--- config.mk ---
export PLATFORM = sky130hd
export DESIGN_NAME = bp_cce_lce_req_sink
export DESIGN_NICKNAME = d
export VERILOG_FILES = /design/src/rtl/bp_cce_lce_req_sink.sv
export SDC_FILE = /design/constraint.sdc
export NUM_CORES = 1
export LEC_CHECK = 0
export ABC_AREA = 0
export BUFFER_PORTS_ARGS = -buffer_cell sky130_fd_sc_hd__clkbuf_2
export CORE_AREA = 8 8 275 277
export CTS_CLUSTER_DIAMETER = 120
export DETAILED_ROUTE_END_ITERATION = 12
export DIE_AREA = 0 0 283 285
export GPL_TIMING_DRIVEN = 0
export HOLD_SLACK_MARGIN = 0.05
export SLEW_MARGIN = 10
export SYNTH_ARGS = -nofsm -noshare
export SYNTH_HDL_FRONTEND = slang
export SYNTH_SLANG_ARGS = --single-unit
--- constraint.sdc ---
create_clock -name clk_i -period 3 [get_ports clk_i]
set_input_delay 0.15 -clock clk_i [delete_from_list [all_inputs] [get_ports clk_i]]
set_output_delay 0.15 -clock clk_i [all_outputs]
set_load 0.01 [all_outputs]
--- src/rtl/bp_cce_lce_req_sink.sv ---
// BedRock LCE request sink: gathers a multi-beat LCE request into one header + block payload
// for a consumer, and drops and flags malformed messages.
package bp_cce_lce_req_sink_pkg;

  typedef enum logic [0:0] {e_bp_default_cfg = 1'b0} bp_params_e;

  localparam int unsigned paddr_width_p  = 40;
  localparam int unsigned lce_id_width_p = 8;
  localparam int unsigned cce_id_width_p = 8;
  localparam int unsigned did_width_p    = 3;
  localparam int unsigned lce_assoc_p    = 8;

  typedef enum logic [3:0] {
    e_bedrock_req_rd_miss = 4'd0,
    e_bedrock_req_wr_miss = 4'd1,
    e_bedrock_req_uc_rd   = 4'd2,
    e_bedrock_req_uc_wr   = 4'd3,
    e_bedrock_req_uc_amo  = 4'd4
  } bp_bedrock_req_type_e;

  // Message size field: the message carries (1 << size) bytes
  typedef struct packed {
    logic [did_width_p-1:0]    did;
    logic [cce_id_width_p-1:0] dst_id;
    logic [lce_id_width_p-1:0] src_id;
    logic [2:0]                size;
    logic [paddr_width_p-1:0]  addr;
    logic [3:0]                subop;
    logic [3:0]                msg_type;
  } bp_bedrock_lce_req_header_s;

  localparam int unsigned req_msg_type_lsb = 0;
  localparam int unsigned req_size_lsb     = 8 + paddr_width_p;

  function automatic int unsigned bp_lce_req_header_width(input bp_params_e cfg);
    case (cfg)
      e_bp_default_cfg: return $bits(bp_bedrock_lce_req_header_s);
      default:          return $bits(bp_bedrock_lce_req_header_s);
    endcase
  endfunction

endpackage

module bp_cce_lce_req_sink
  import bp_cce_lce_req_sink_pkg::*;
#(
  parameter bp_params_e  bp_params_p   = e_bp_default_cfg,
  parameter int unsigned data_width_p  = 64,
  parameter int unsigned block_width_p = 512,
  localparam int unsigned lce_req_header_width_lp = bp_lce_req_header_width(bp_params_p)
) (
  input  logic                               clk_i,
  input  logic                               reset_n_i,
  input  logic [lce_req_header_width_lp-1:0] lce_req_header_i,
  input  logic [data_width_p-1:0]            lce_req_data_i,
  input  logic                               lce_req_v_i,
  output logic                               lce_req_ready_and_o,
  output logic [lce_req_header_width_lp-1:0] req_header_o,
  output logic [block_width_p-1:0]           req_data_o,
  output logic                               req_v_o,
  input  logic                               req_yumi_i,
  output logic                               error_v_o
);

  localparam int unsigned beats_max_lp  = block_width_p / data_width_p;
  localparam int unsigned cnt_width_lp  = $clog2(beats_max_lp) + 1;
  localparam int unsigned data_shift_lp = $clog2(data_width_p);

  typedef enum logic [1:0] {e_header, e_data, e_full} state_e;

  state_e                             r_state, w_state_nxt;
  logic [cnt_width_lp-1:0]            r_cnt, w_cnt_nxt;
  logic [cnt_width_lp-1:0]            r_idx, w_idx_nxt;
  logic                               r_drop, w_drop_nxt;
  logic                               r_ready, w_ready_nxt;
  logic                               r_req_v, w_req_v_nxt;
  logic                               r_error, w_error_nxt;
  logic [lce_req_header_width_lp-1:0] r_header, w_header_nxt;
  logic [block_width_p-1:0]           r_data, w_data_nxt;

  logic [3:0]              w_msg_type;
  logic [2:0]              w_size;
  logic [10:0]             w_msg_bits;
  logic                    w_has_data, w_type_ok, w_oversize, w_malformed;
  logic                    w_accept, w_last;
  logic [cnt_width_lp-1:0] w_beats;

  // Decode of the header presented on the current beat (only meaningful on a first beat)
  assign w_msg_type  = lce_req_header_i[req_msg_type_lsb +: 4];
  assign w_size      = lce_req_header_i[req_size_lsb +: 3];
  assign w_msg_bits  = 11'(8) << w_size;
  assign w_has_data  = (w_msg_type == e_bedrock_req_uc_wr) || (w_msg_type == e_bedrock_req_uc_amo);
  assign w_type_ok   = w_has_data
                    || (w_msg_type == e_bedrock_req_rd_miss)
                    || (w_msg_type == e_bedrock_req_wr_miss)
                    || (w_msg_type == e_bedrock_req_uc_rd);
  assign w_oversize  = w_has_data && (32'(w_msg_bits) > block_width_p);
  assign w_malformed = !w_type_ok || w_oversize;
  assign w_accept    = lce_req_v_i && r_ready;
  assign w_last      = (r_state == e_header) ? (w_beats == cnt_width_lp'(1))
                                             : (r_cnt == cnt_width_lp'(1));

  // Oversize messages are drained as a full block's worth of beats
  always_comb begin
    if (!w_type_ok)                                     w_beats = cnt_width_lp'(1);
    else if (w_oversize)                                w_beats = cnt_width_lp'(beats_max_lp);
    else if (!w_has_data || 32'(w_msg_bits) <= data_width_p) w_beats = cnt_width_lp'(1);
    else                                                w_beats = cnt_width_lp'(w_msg_bits >> data_shift_lp);
  end

  always_ff @(posedge clk_i or negedge reset_n_i) begin
    if (!reset_n_i) r_state <= e_header;
    else            r_state <= w_state_nxt;
  end

  always_comb begin
    w_state_nxt = r_state;
    unique case (r_state)
      e_header: if (w_accept) begin
        if (!w_last)           w_state_nxt = e_data;
        else if (!w_malformed) w_state_nxt = e_full;
      end
      e_data:   if (w_accept && w_last) w_state_nxt = r_drop ? e_header : e_full;
      e_full:   if (req_yumi_i) w_state_nxt = e_header;
      default:  w_state_nxt = e_header;
    endcase
  end

  // Outputs and datapath are registered from the next state, so nothing depends on req_yumi_i combinationally
  always_comb begin
    w_cnt_nxt    = r_cnt;
    w_idx_nxt    = r_idx;
    w_drop_nxt   = r_drop;
    w_header_nxt = r_header;
    w_data_nxt   = r_data;
    w_ready_nxt  = (w_state_nxt != e_full);
    w_req_v_nxt  = (w_state_nxt == e_full);
    w_error_nxt  = 1'b0;
    if (w_accept) begin
      if (r_state == e_header) begin
        w_drop_nxt  = w_malformed;
        w_cnt_nxt   = w_beats - cnt_width_lp'(1);
        w_idx_nxt   = cnt_width_lp'(1);
        w_error_nxt = w_malformed && w_last;
        if (!w_malformed) begin
          w_header_nxt = lce_req_header_i;
          w_data_nxt   = '0;
          if (w_has_data) w_data_nxt[0 +: data_width_p] = lce_req_data_i;
        end
      end else begin
        w_cnt_nxt   = r_cnt - cnt_width_lp'(1);
        w_idx_nxt   = r_idx + cnt_width_lp'(1);
        w_error_nxt = r_drop && w_last;
        if (!r_drop) begin
          for (int unsigned k = 0; k < beats_max_lp; k++) begin
            if (r_idx == cnt_width_lp'(k)) w_data_nxt[k*data_width_p +: data_width_p] = lce_req_data_i;
          end
        end
      end
    end
  end

  always_ff @(posedge clk_i or negedge reset_n_i) begin
    if (!reset_n_i) begin
      r_cnt    <= '0;
      r_idx    <= '0;
      r_drop   <= 1'b0;
      r_ready  <= 1'b0;
      r_req_v  <= 1'b0;
      r_error  <= 1'b0;
      r_header <= '0;
      r_data   <= '0;
    end else begin
      r_cnt    <= w_cnt_nxt;
      r_idx    <= w_idx_nxt;
      r_drop   <= w_drop_nxt;
      r_ready  <= w_ready_nxt;
      r_req_v  <= w_req_v_nxt;
      r_error  <= w_error_nxt;
      r_header <= w_header_nxt;
      r_data   <= w_data_nxt;
    end
  end

  assign lce_req_ready_and_o = r_ready;
  assign req_v_o             = r_req_v;
  assign error_v_o           = r_error;
  assign req_header_o        = r_header;
  assign req_data_o          = r_data;

endmodule

==> flow_metrics.env, run 1 <==
export IMPL_run_status="complete, no violations"
export IMPL_final_cells=3504
export IMPL_top_usage_layer="met2"
export IMPL_worstSkewPairLatency_ps=600
export IMPL_crit_path_max_fanout=10
export IMPL_start_util_pct=33.3
export IMPL_synth_ff_type="dfrtp_1"
export IMPL_routed_wl_mm=81.9
export IMPL_whs_ps=335
export IMPL_core_area_mm2=0.0710
export IMPL_dr_pass1_iters=5
export IMPL_fin_tns_setup_ps=0
export IMPL_port_buffers=722
export IMPL_p_leak_nw=16.7
export IMPL_worstPathRequired_ps=3480
export IMPL_clock_path_buffers=3
export IMPL_fillers=6391
export IMPL_endpoint="req_data_o[50]"
export IMPL_cp_start_kind="flop"
export IMPL_grt_setup_unrepaired="no"
export IMPL_end_kind="flop"
export IMPL_seqCellArea_mm2=0.0149
export IMPL_yosysSeqAreaShare_pct=63.2
export IMPL_min_period_ps=2760
export IMPL_grt_util_met1_pct=22.5
export IMPL_finalSetupViolCount=0
export IMPL_syn_num_nets=1692
export IMPL_synthArstFlopShare_pct=100
export IMPL_netlist_instances=1546
export IMPL_ff2ff_path_depth=8
export IMPL_drt_iter0_markers=657
export IMPL_fin_nets=2648
export IMPL_min_path_type="in -> reg"
export IMPL_skew_ps=23.9
export IMPL_grt_max_degree=104
export IMPL_multi_input_area_mm2=0.00786
export IMPL_grt_pass1_vias=18600
export IMPL_die_x_um=283
export IMPL_slew_headroom_pct=37.2
export IMPL_hold_violations=0
export IMPL_final_layout_size_suffix_gt1_share_pct=52.0
export IMPL_worstPathArrival_ps=3250
export IMPL_mostFrequentLayoutCells="725 x clkbuf_2, 596 x dfrtp_1, 388 x mux2_2"
export IMPL_r2r_slack_ps=240
export IMPL_syn_cell_area_mm2=0.0236
export IMPL_synth_top_area_cell="dfrtp_1"
export IMPL_synth_area_top_cells="dfrtp_1 63%, mux2_2 19%, mux2_1 6.1%"
export IMPL_h_tree_depth=3
export IMPL_grt_overflow_total=0
export IMPL_num_rows=98
export IMPL_synth_distinct_cells=45
export IMPL_post_drt_wl_per_cell_um=23.4
export IMPL_worst_pin_slew_ps=943
export IMPL_yosys_warnings=0
export IMPL_place_gp_congestion=0.855
export IMPL_place_hpwl_mm=60.9
export IMPL_die_h_um=285
export IMPL_die_area_mm2=0.0807
export IMPL_syn2layout_area_growth_pct=37.7
export IMPL_via_count=16500
export IMPL_grt_pass1_wl_mm=123
export IMPL_crit_start="r_state[1]"
export IMPL_ir_drop_mv=0.559
export IMPL_layout_commonest_cell="clkbuf_2"
export IMPL_ant_nets=0
export IMPL_post_route_period_util_pct=92.1
export IMPL_clock_sinks=596
export IMPL_finalMaxSlewViolations=0
export IMPL_drcViolationCount=0
export IMPL_clk_pin_slew_ps=60
export IMPL_synthDominantCellAreaShare_pct=63.2
export IMPL_cts_buffers=67
export IMPL_io_pins=723
export IMPL_met3_usage_pct=6.32
export IMPL_p_per_area_mw_per_mm2=1020
export IMPL_timing_rr_end="req_data_o[50]"
export IMPL_grt_util_met2_pct=34.5
export IMPL_cap_violations=0
export IMPL_crit_reg2reg_launch="r_state[1]"
export IMPL_grt_use_total_pct=19.7
export IMPL_dp_cells=3226
export IMPL_cts_root_buf="clkbuf_16"
export IMPL_fmax_mhz=362
export IMPL_synth_seq_cells=596
export IMPL_cts_tree="yes"
export IMPL_avgSynthCellArea_um2=15.3
export IMPL_synth_edff_count=0
export IMPL_antenna_found_initial=2
export IMPL_vias_per_cell=4.72
export IMPL_worstSetupPathType="reg -> reg"
-- synth_stat cells, types with 3 or more instances --
| cell | count |
|---|---|
| dfrtp_1 | 596 |
| nor2_1 | 7 |
| nand4_1 | 4 |
| nor3b_1 | 3 |
| and2_0 | 64 |
| a21oi_1 | 4 |
| clkbuf_1 | 24 |
| o21ai_0 | 74 |
| o21ai_4 | 4 |
| inv_1 | 71 |
| mux2_2 | 388 |
| buf_6 | 24 |
| a22oi_2 | 3 |
| ha_1 | 8 |
| buf_2 | 25 |
| buf_4 | 12 |
| mux2_1 | 128 |
| nand2_1 | 6 |
| mux2i_1 | 65 |
-- power breakdown --
part	leakage [nW]	switching, mW	internal (mW)	total [mW]
registers	7.85	1.76	11.1	12.9
logic	7.76	6.66	5.14	11.8
clock network	1.13	3.39	4.96	8.35
total	16.7	11.8	21.2	33.0
-- how the worst min path moves through the flow --
stage,startpoint,to,cells after the start
2_1_floorplan,reset_n_i,error_v_o,0
3_3_place_gp,lce_req_header_i[67],req_header_o[67],2
3_5_place_dp,reset_n_i,req_data_o[302],1
4_1_cts,lce_req_header_i[38],req_header_o[38],3
5_1_grt,lce_req_header_i[38],req_header_o[38],3
6_report,lce_req_header_i[63],req_header_o[63],3
-- layer usage --
layer | wire length, µm | share of wire [%]
met5 | 0 | 0
met4 | 2860 | 3.5
met3 | 6160 | 7.5
met2 | 40900 | 50
met1 | 32000 | 39
-- state kept, by name, indices dropped and copies added, names as in the netlist --
name,cells
lce_req_ready_and_o,1
r_state,2
r_drop,1
error_v_o,1
req_data_o,512
req_v_o,1
req_header_o,70
r_cnt,4
r_idx,4
-- metrics by stage --
stage,total power [mW],setup slack (ps),area [µm²],util (%)
global placement,24.4,-11790,28400,40.0
CTS,33.5,8.05,32500,45.7
global route,34.9,78.2,32500,45.8
finish,33.0,237,32500,45.8
floorplan,18.5,574,23600,-
detailed placement,24.8,-663,28600,40.3
-- worst max-delay path: stages (launching register included) --
cell      delay (ps)
dfrtp_1          350
buf_2            170
or2_1            230
buf_2            190
nor4_4           420
a22o_1           210
clkbuf_4         350
buf_2            460
mux2i_1          270
-- cells by family after synthesis --
logic type	count (synthesis)	share of synthesized area, %
flops	596	63.2
mux	581	27.4
buf+inv	156	3.57
compound gates	106	2.88
simple gates	98	2.56
fa+ha+maj	8	0.424
xor+xnor	1	0.0371
-- repair_timing --
| action | CTS | global route |
|---|---|---|
| setup endpoints to repair | 401 | 77 |
| pin swaps | 3 | 2 |
| hold buffers | 139 | 0 |
| endpoints found under the hold margin | 352 | 0 |
| buffers inserted | 14 | 4 |
| gates resized for setup | 5 | 1 |
-- layout make-up --
type / count / share of cell area (%)
tap: 950 / 3.66
clock inverter: 21 / 0.666
sequential: 596 / 45.9
clock buffer: 98 / 6.32
antenna: 2 / 0.0154
timing repair buffer: 887 / 16.7
multi-input combinational: 794 / 24.2
inverter: 71 / 0.820
buffer: 85 / 1.79
Power figures use the tool's default switching activity.
==> run 2, diff against run 1 <==
- CORE_AREA: 8 8 275 277 -> 8 8 274 276
- DIE_AREA: 0 0 283 285 -> 0 0 282 284
==> flow_metrics.env, run 2 (synthesis gave the netlist of run 1 again) <==
export IMPL_ant_nets=0
export IMPL_worst_pin_slew_ps=1110
export IMPL_num_rows=98
export IMPL_grt_pass1_vias=18100
export IMPL_run_status="complete, no violations"
export IMPL_min_period_ps=2840
export IMPL_h_tree_depth=2
export IMPL_fillers=6440
export IMPL_cts_buffers=61
export IMPL_crit_chain="buf_2, or2_1, buf_2, nor4_4, a22o_1, buf_2, clkbuf_4, mux2i_1"
export IMPL_fin_tns_setup_ps=0
export IMPL_via_count=16500
export IMPL_mostFrequentLayoutCells="725 x clkbuf_2, 596 x dfrtp_1, 388 x mux2_2"
export IMPL_cp_slowest_stage_delay_ps=480
export IMPL_fmax_mhz=352
export IMPL_finalMaxSlewViolations=0
export IMPL_clk_pin_slew_ps=60
export IMPL_seq_power_share_pct=39.6
export IMPL_place_gp_congestion=0.829
export IMPL_grt_overflow_total=0
export IMPL_pwr_share_comb_pct=36.6
export IMPL_worstSetupPathType="reg -> reg"
export IMPL_slew_headroom_pct=26.1
export IMPL_grt_pass1_wl_mm=121
export IMPL_switching_power_mw=11.6
export IMPL_core_area_mm2=0.0708
export IMPL_cts_tree="yes"
export IMPL_routed_wl_mm=81.5
export IMPL_worstPathRequired_ps=3520
export IMPL_clkPwrFrac_pct=23.8
export IMPL_fin_nets=2640
export IMPL_finalPower_mw=32.5
export IMPL_r2r_slack_ps=160
export IMPL_critPathTopFamily="buffers and inverters"
export IMPL_antenna_found_initial=4
export IMPL_dp_cells=3227
export IMPL_finalSetupViolCount=0
export IMPL_crit_top_cell="buf_2"
export IMPL_p_per_area_mw_per_mm2=1010
export IMPL_drcViolationCount=0
export IMPL_grt_use_total_pct=19.8
export IMPL_io_pins=723
export IMPL_final_layout_size_suffix_gt1_share_pct=51.4
export IMPL_p_leak_nw=16.6
export IMPL_worstPathArrival_ps=3360
export IMPL_cp_start_kind="flop"
export IMPL_cts_root_buf="clkbuf_16"
export IMPL_cap_violations=0
export IMPL_crit_buf_inv=4
export IMPL_clock_path_buffers=3
export IMPL_ff2ff_path_depth=8
export IMPL_intPower_mw=20.8
export IMPL_start_util_pct=33.4
export IMPL_ir_drop_mv=0.532
export IMPL_final_cells=3497
export IMPL_whs_ps=183
export IMPL_port_buffers=722
export IMPL_die_area_mm2=0.0801
export IMPL_worstSkewPairLatency_ps=610
export IMPL_hold_violations=0
export IMPL_end_kind="flop"
export IMPL_cpMaxStageDelayCell="buf_2"
export IMPL_grt_max_degree=108
export IMPL_die_h_um=284
export IMPL_crit_path_max_fanout=10
export IMPL_crit_reg2reg_launch="r_state[1]"
export IMPL_fin_util_pct=45.6
export IMPL_clock_sinks=596
export IMPL_min_path_type="in -> async"
export IMPL_syn2layout_area_growth_pct=36.8
export IMPL_post_drt_wl_per_cell_um=23.3
export IMPL_dr_pass1_iters=4
export IMPL_timing_rr_end="req_data_o[45]"
export IMPL_skew_ps=21.9
export IMPL_largest_reg_flops=512
export IMPL_drt_iter0_markers=632
export IMPL_post_route_period_util_pct=94.7
export IMPL_place_hpwl_mm=60.9
export IMPL_die_x_um=282
export IMPL_vias_per_cell=4.72
export IMPL_layout_commonest_cell="clkbuf_2"
export IMPL_power_switching_share_pct=35.8
-- run 2: worst max-delay path by stage --
stage / start / to / cells past startpoint
2_1_floorplan: r_state[1] / req_data_o[477] / 8
3_3_place_gp: reset_n_i / error_v_o / 1
3_5_place_dp: r_state[1] / req_data_o[129] / 7
4_1_cts: r_state[1] / req_data_o[129] / 7
5_1_grt: r_state[1] / req_data_o[13] / 8
6_report: r_state[1] / req_data_o[45] / 8
-- run 2: layout make-up --
type / instances / area (µm²) / share of cell area [%]
inverters: 71 / 267 / 0.825
flip-flops and latches: 596 / 14900 / 46.2
clock inverters: 12 / 151 / 0.469
repair buffers: 885 / 5410 / 16.7
plain buffers: 85 / 583 / 1.81
multi-input cells: 794 / 7860 / 24.3
diodes: 2 / 5.00 / 0.0155
well taps: 950 / 1190 / 3.68
clock buffers: 102 / 1910 / 5.92
-- run 2: what timing repair did --
action / in CTS / in global routing
endpoints found under the hold margin: 368 / 0
pin swaps: 2 / 1
buffers inserted: 13 / 3
hold buffers: 138 / 0
gates cloned: 0 / 0
endpoints found under the setup margin: 382 / 25
gates resized for setup: 5 / 2
-- run 2: worst reg2reg max path: cells and delay by family, from the launching register on --
family | cells | cell delay (ps)
flops | 1 | 350
buf+inv | 4 | 1280
compound gates | 1 | 230
mux | 1 | 240
simple gates | 2 | 650
-- run 2: per-stage QoR --
stage	worst slack (ps)	area [µm²]
after floorplan	574	23600
after global placement	-11630	28400
after detailed placement	-1000	28600
after CTS	40.8	32300
after global routing	-21.7	32300
final	160	32300
-- run 2: power by group through the flow --
stage / clock network (mW) / registers (mW) / logic [mW]
2_1_floorplan: 0 / 14.1 / 4.41
3_3_place_gp: 0 / 12.8 / 11.6
3_5_place_dp: 0 / 12.9 / 11.8
4_1_cts: 7.93 / 12.8 / 12.1
5_1_grt: 8.22 / 13.3 / 12.8
6_report: 7.73 / 12.9 / 11.9
-- run 2: metal layers --
metal	global-route usage (%)	vias to the layer above	routed length, µm
met5	0	-	0
met4	6.49	0	2610
met3	5.37	129	6120
met2	33.9	567	40500
met1	23.9	8502	32300
li1	-	7296	-
==> run 3, diff against run 2 <==
- PLACE_DENSITY: unset -> 0.57
==> flow_metrics.env, run 3 (synthesis gave the netlist of run 1 again) <==
export IMPL_worstSetupPathType="reg -> reg"
export IMPL_die_h_um=284
export IMPL_mostFrequentLayoutCells="723 x clkbuf_2, 596 x dfrtp_1, 388 x mux2_2"
export IMPL_finalMaxSlewViolations=0
export IMPL_worstPathRequired_ps=3490
export IMPL_finalSetupViolCount=0
export IMPL_end_kind="flop"
export IMPL_place_hpwl_mm=61.1
export IMPL_worstPathArrival_ps=3410
export IMPL_r2r_slack_ps=80
export IMPL_min_period_ps=2920
export IMPL_p_leak_nw=16.8
export IMPL_dr_pass1_iters=4
export IMPL_largest_reg_flops=512
export IMPL_grt_overflow_total=0
export IMPL_crit_path_max_fanout=10
export IMPL_power_switching_share_pct=35.3
export IMPL_grt_use_total_pct=20.0
export IMPL_drcViolationCount=0
export IMPL_core_area_mm2=0.0708
export IMPL_cap_violations=0
export IMPL_route_met3_wl_mm=6.74
export IMPL_num_rows=98
export IMPL_skew_ps=23.6
export IMPL_cts_root_buf="clkbuf_16"
export IMPL_min_path_type="in -> async"
export IMPL_cp_start_kind="flop"
export IMPL_hold_violations=0
export IMPL_final_cell_area_mm2=0.0326
export IMPL_switching_power_mw=11.8
export IMPL_fin_util_pct=46.1
export IMPL_slew_headroom_pct=34.9
export IMPL_place_gp_congestion=0.808
export IMPL_port_buffers=722
export IMPL_cts_buffers=69
export IMPL_post_route_period_util_pct=97.4
export IMPL_intPower_mw=21.6
export IMPL_clock_sinks=596
export IMPL_seq_power_share_pct=38.5
export IMPL_clock_path_buffers=3
export IMPL_dr_wl_met2_mm=40.6
export IMPL_fmax_mhz=342
export IMPL_ir_drop_mv=0.584
export IMPL_fin_nets=2648
export IMPL_syn2layout_area_growth_pct=38.2
export IMPL_run_status="complete, no violations"
export IMPL_dp_cells=3225
export IMPL_wl_met1_mm=31.8
export IMPL_final_layout_size_suffix_gt1_share_pct=51.9
export IMPL_pwr_share_comb_pct=35.2
export IMPL_cts_tree="yes"
export IMPL_layout_commonest_cell="clkbuf_2"
export IMPL_grt_setup_unrepaired="no"
export IMPL_clk_pin_slew_ps=60
export IMPL_clkPwrFrac_pct=26.3
export IMPL_vias_per_cell=4.74
export IMPL_start_util_pct=33.4
export IMPL_worst_pin_slew_ps=968
export IMPL_ant_nets=0
export IMPL_dpl_instance_area_mm2=0.0286
export IMPL_grt_max_degree=105
export IMPL_grt_pass1_vias=18400
export IMPL_p_per_area_mw_per_mm2=1020
export IMPL_routed_wl_mm=82.0
export IMPL_top_layer="met5"
export IMPL_die_x_um=282
export IMPL_via_count=16600
export IMPL_drt_iter0_markers=585
export IMPL_antenna_found_initial=5
export IMPL_io_pins=723
export IMPL_die_area_mm2=0.0801
export IMPL_final_cells=3506
export IMPL_worstSkewPairLatency_ps=590
export IMPL_grt_pass1_wl_mm=121
export IMPL_h_tree_depth=3
export IMPL_post_drt_wl_per_cell_um=23.4
export IMPL_fin_tns_setup_ps=0
run 3: cell count changes in the layout (fill, tap and decap cells not counted), moves of 2 or more:
cell	change
inv_8	+2
clkbuf_1	-10
bufinv_16	+5
clkbuf_8	-5
buf_8	-2
buf_12	+3
clkbuf_16	+7
clkinv_2	+6
clkinv_8	+3
clkbuf_2	-2
clkinvlp_4	+2
run 3: what timing repair did:
item	in CTS	in global routing
setup endpoints to repair	418	69
hold buffers	137	0
hold endpoints to repair	229	0
pin swaps	5	1
buffers inserted	18	2
gates resized for setup	2	0
run 3: worst max-delay path: stages, from the launching register on:
cell	delay (ps)
dfrtp_1	310
buf_2	190
o211ai_1	230
nor4_1	790
a22o_1	230
buf_2	390
buf_2	420
mux2i_1	260
run 3: layout make-up:
class | count | area (µm²)
timing repair buffer | 886 | 5440
multi-input combinational | 794 | 7860
tap | 950 | 1190
antenna | 3 | 7.51
clock buffer | 93 | 1980
sequential | 596 | 14900
fill | 6508 | 38100
buffer | 84 | 574
clock inverter | 29 | 409
inverter | 71 | 267
run 3: stage by stage:
stage / power [mW] / setup slack [ps] / hold WS [ps]
2_1_floorplan: 18.5 / 574 / -146
3_3_place_gp: 24.4 / -11750 / 364
3_5_place_dp: 24.7 / -486 / 295
4_1_cts: 33.9 / 43.4 / 210
5_1_grt: 35.2 / 0.153 / 283
6_report: 33.4 / 78.0 / 215
run 3: layer usage:
layer,global-route usage (%),vias up
met2,34.1,607
met1,23.6,8559
li1,-,7313
met3,6.03,150
met4,7.56,2
met5,0,-
run 3: power by group through the flow:
stage,logic (mW),clock network [mW],registers [mW]
floorplan,4.41,0,14.1
global placement,11.5,0,12.9
detailed placement,11.7,0,13.0
CTS,12.0,9.01,12.9
global route,12.6,9.32,13.3
finish,11.8,8.78,12.9
run 3: path summary, 6_finish.rpt:
| check | start | cells after the start | to |
|---|---|---|---|
| min reg2reg | req_data_o[463] | 1 | req_data_o[463] |
| min in group clk_i | lce_req_header_i[67] | 3 | req_header_o[67] |
| min | reset_n_i | 2 | req_data_o[433] |
| max in group asynchronous | reset_n_i | 4 | req_header_o[36] |
| max reg2reg | r_state[1] | 7 | req_data_o[12] |
| max | r_state[1] | 7 | req_data_o[12] |
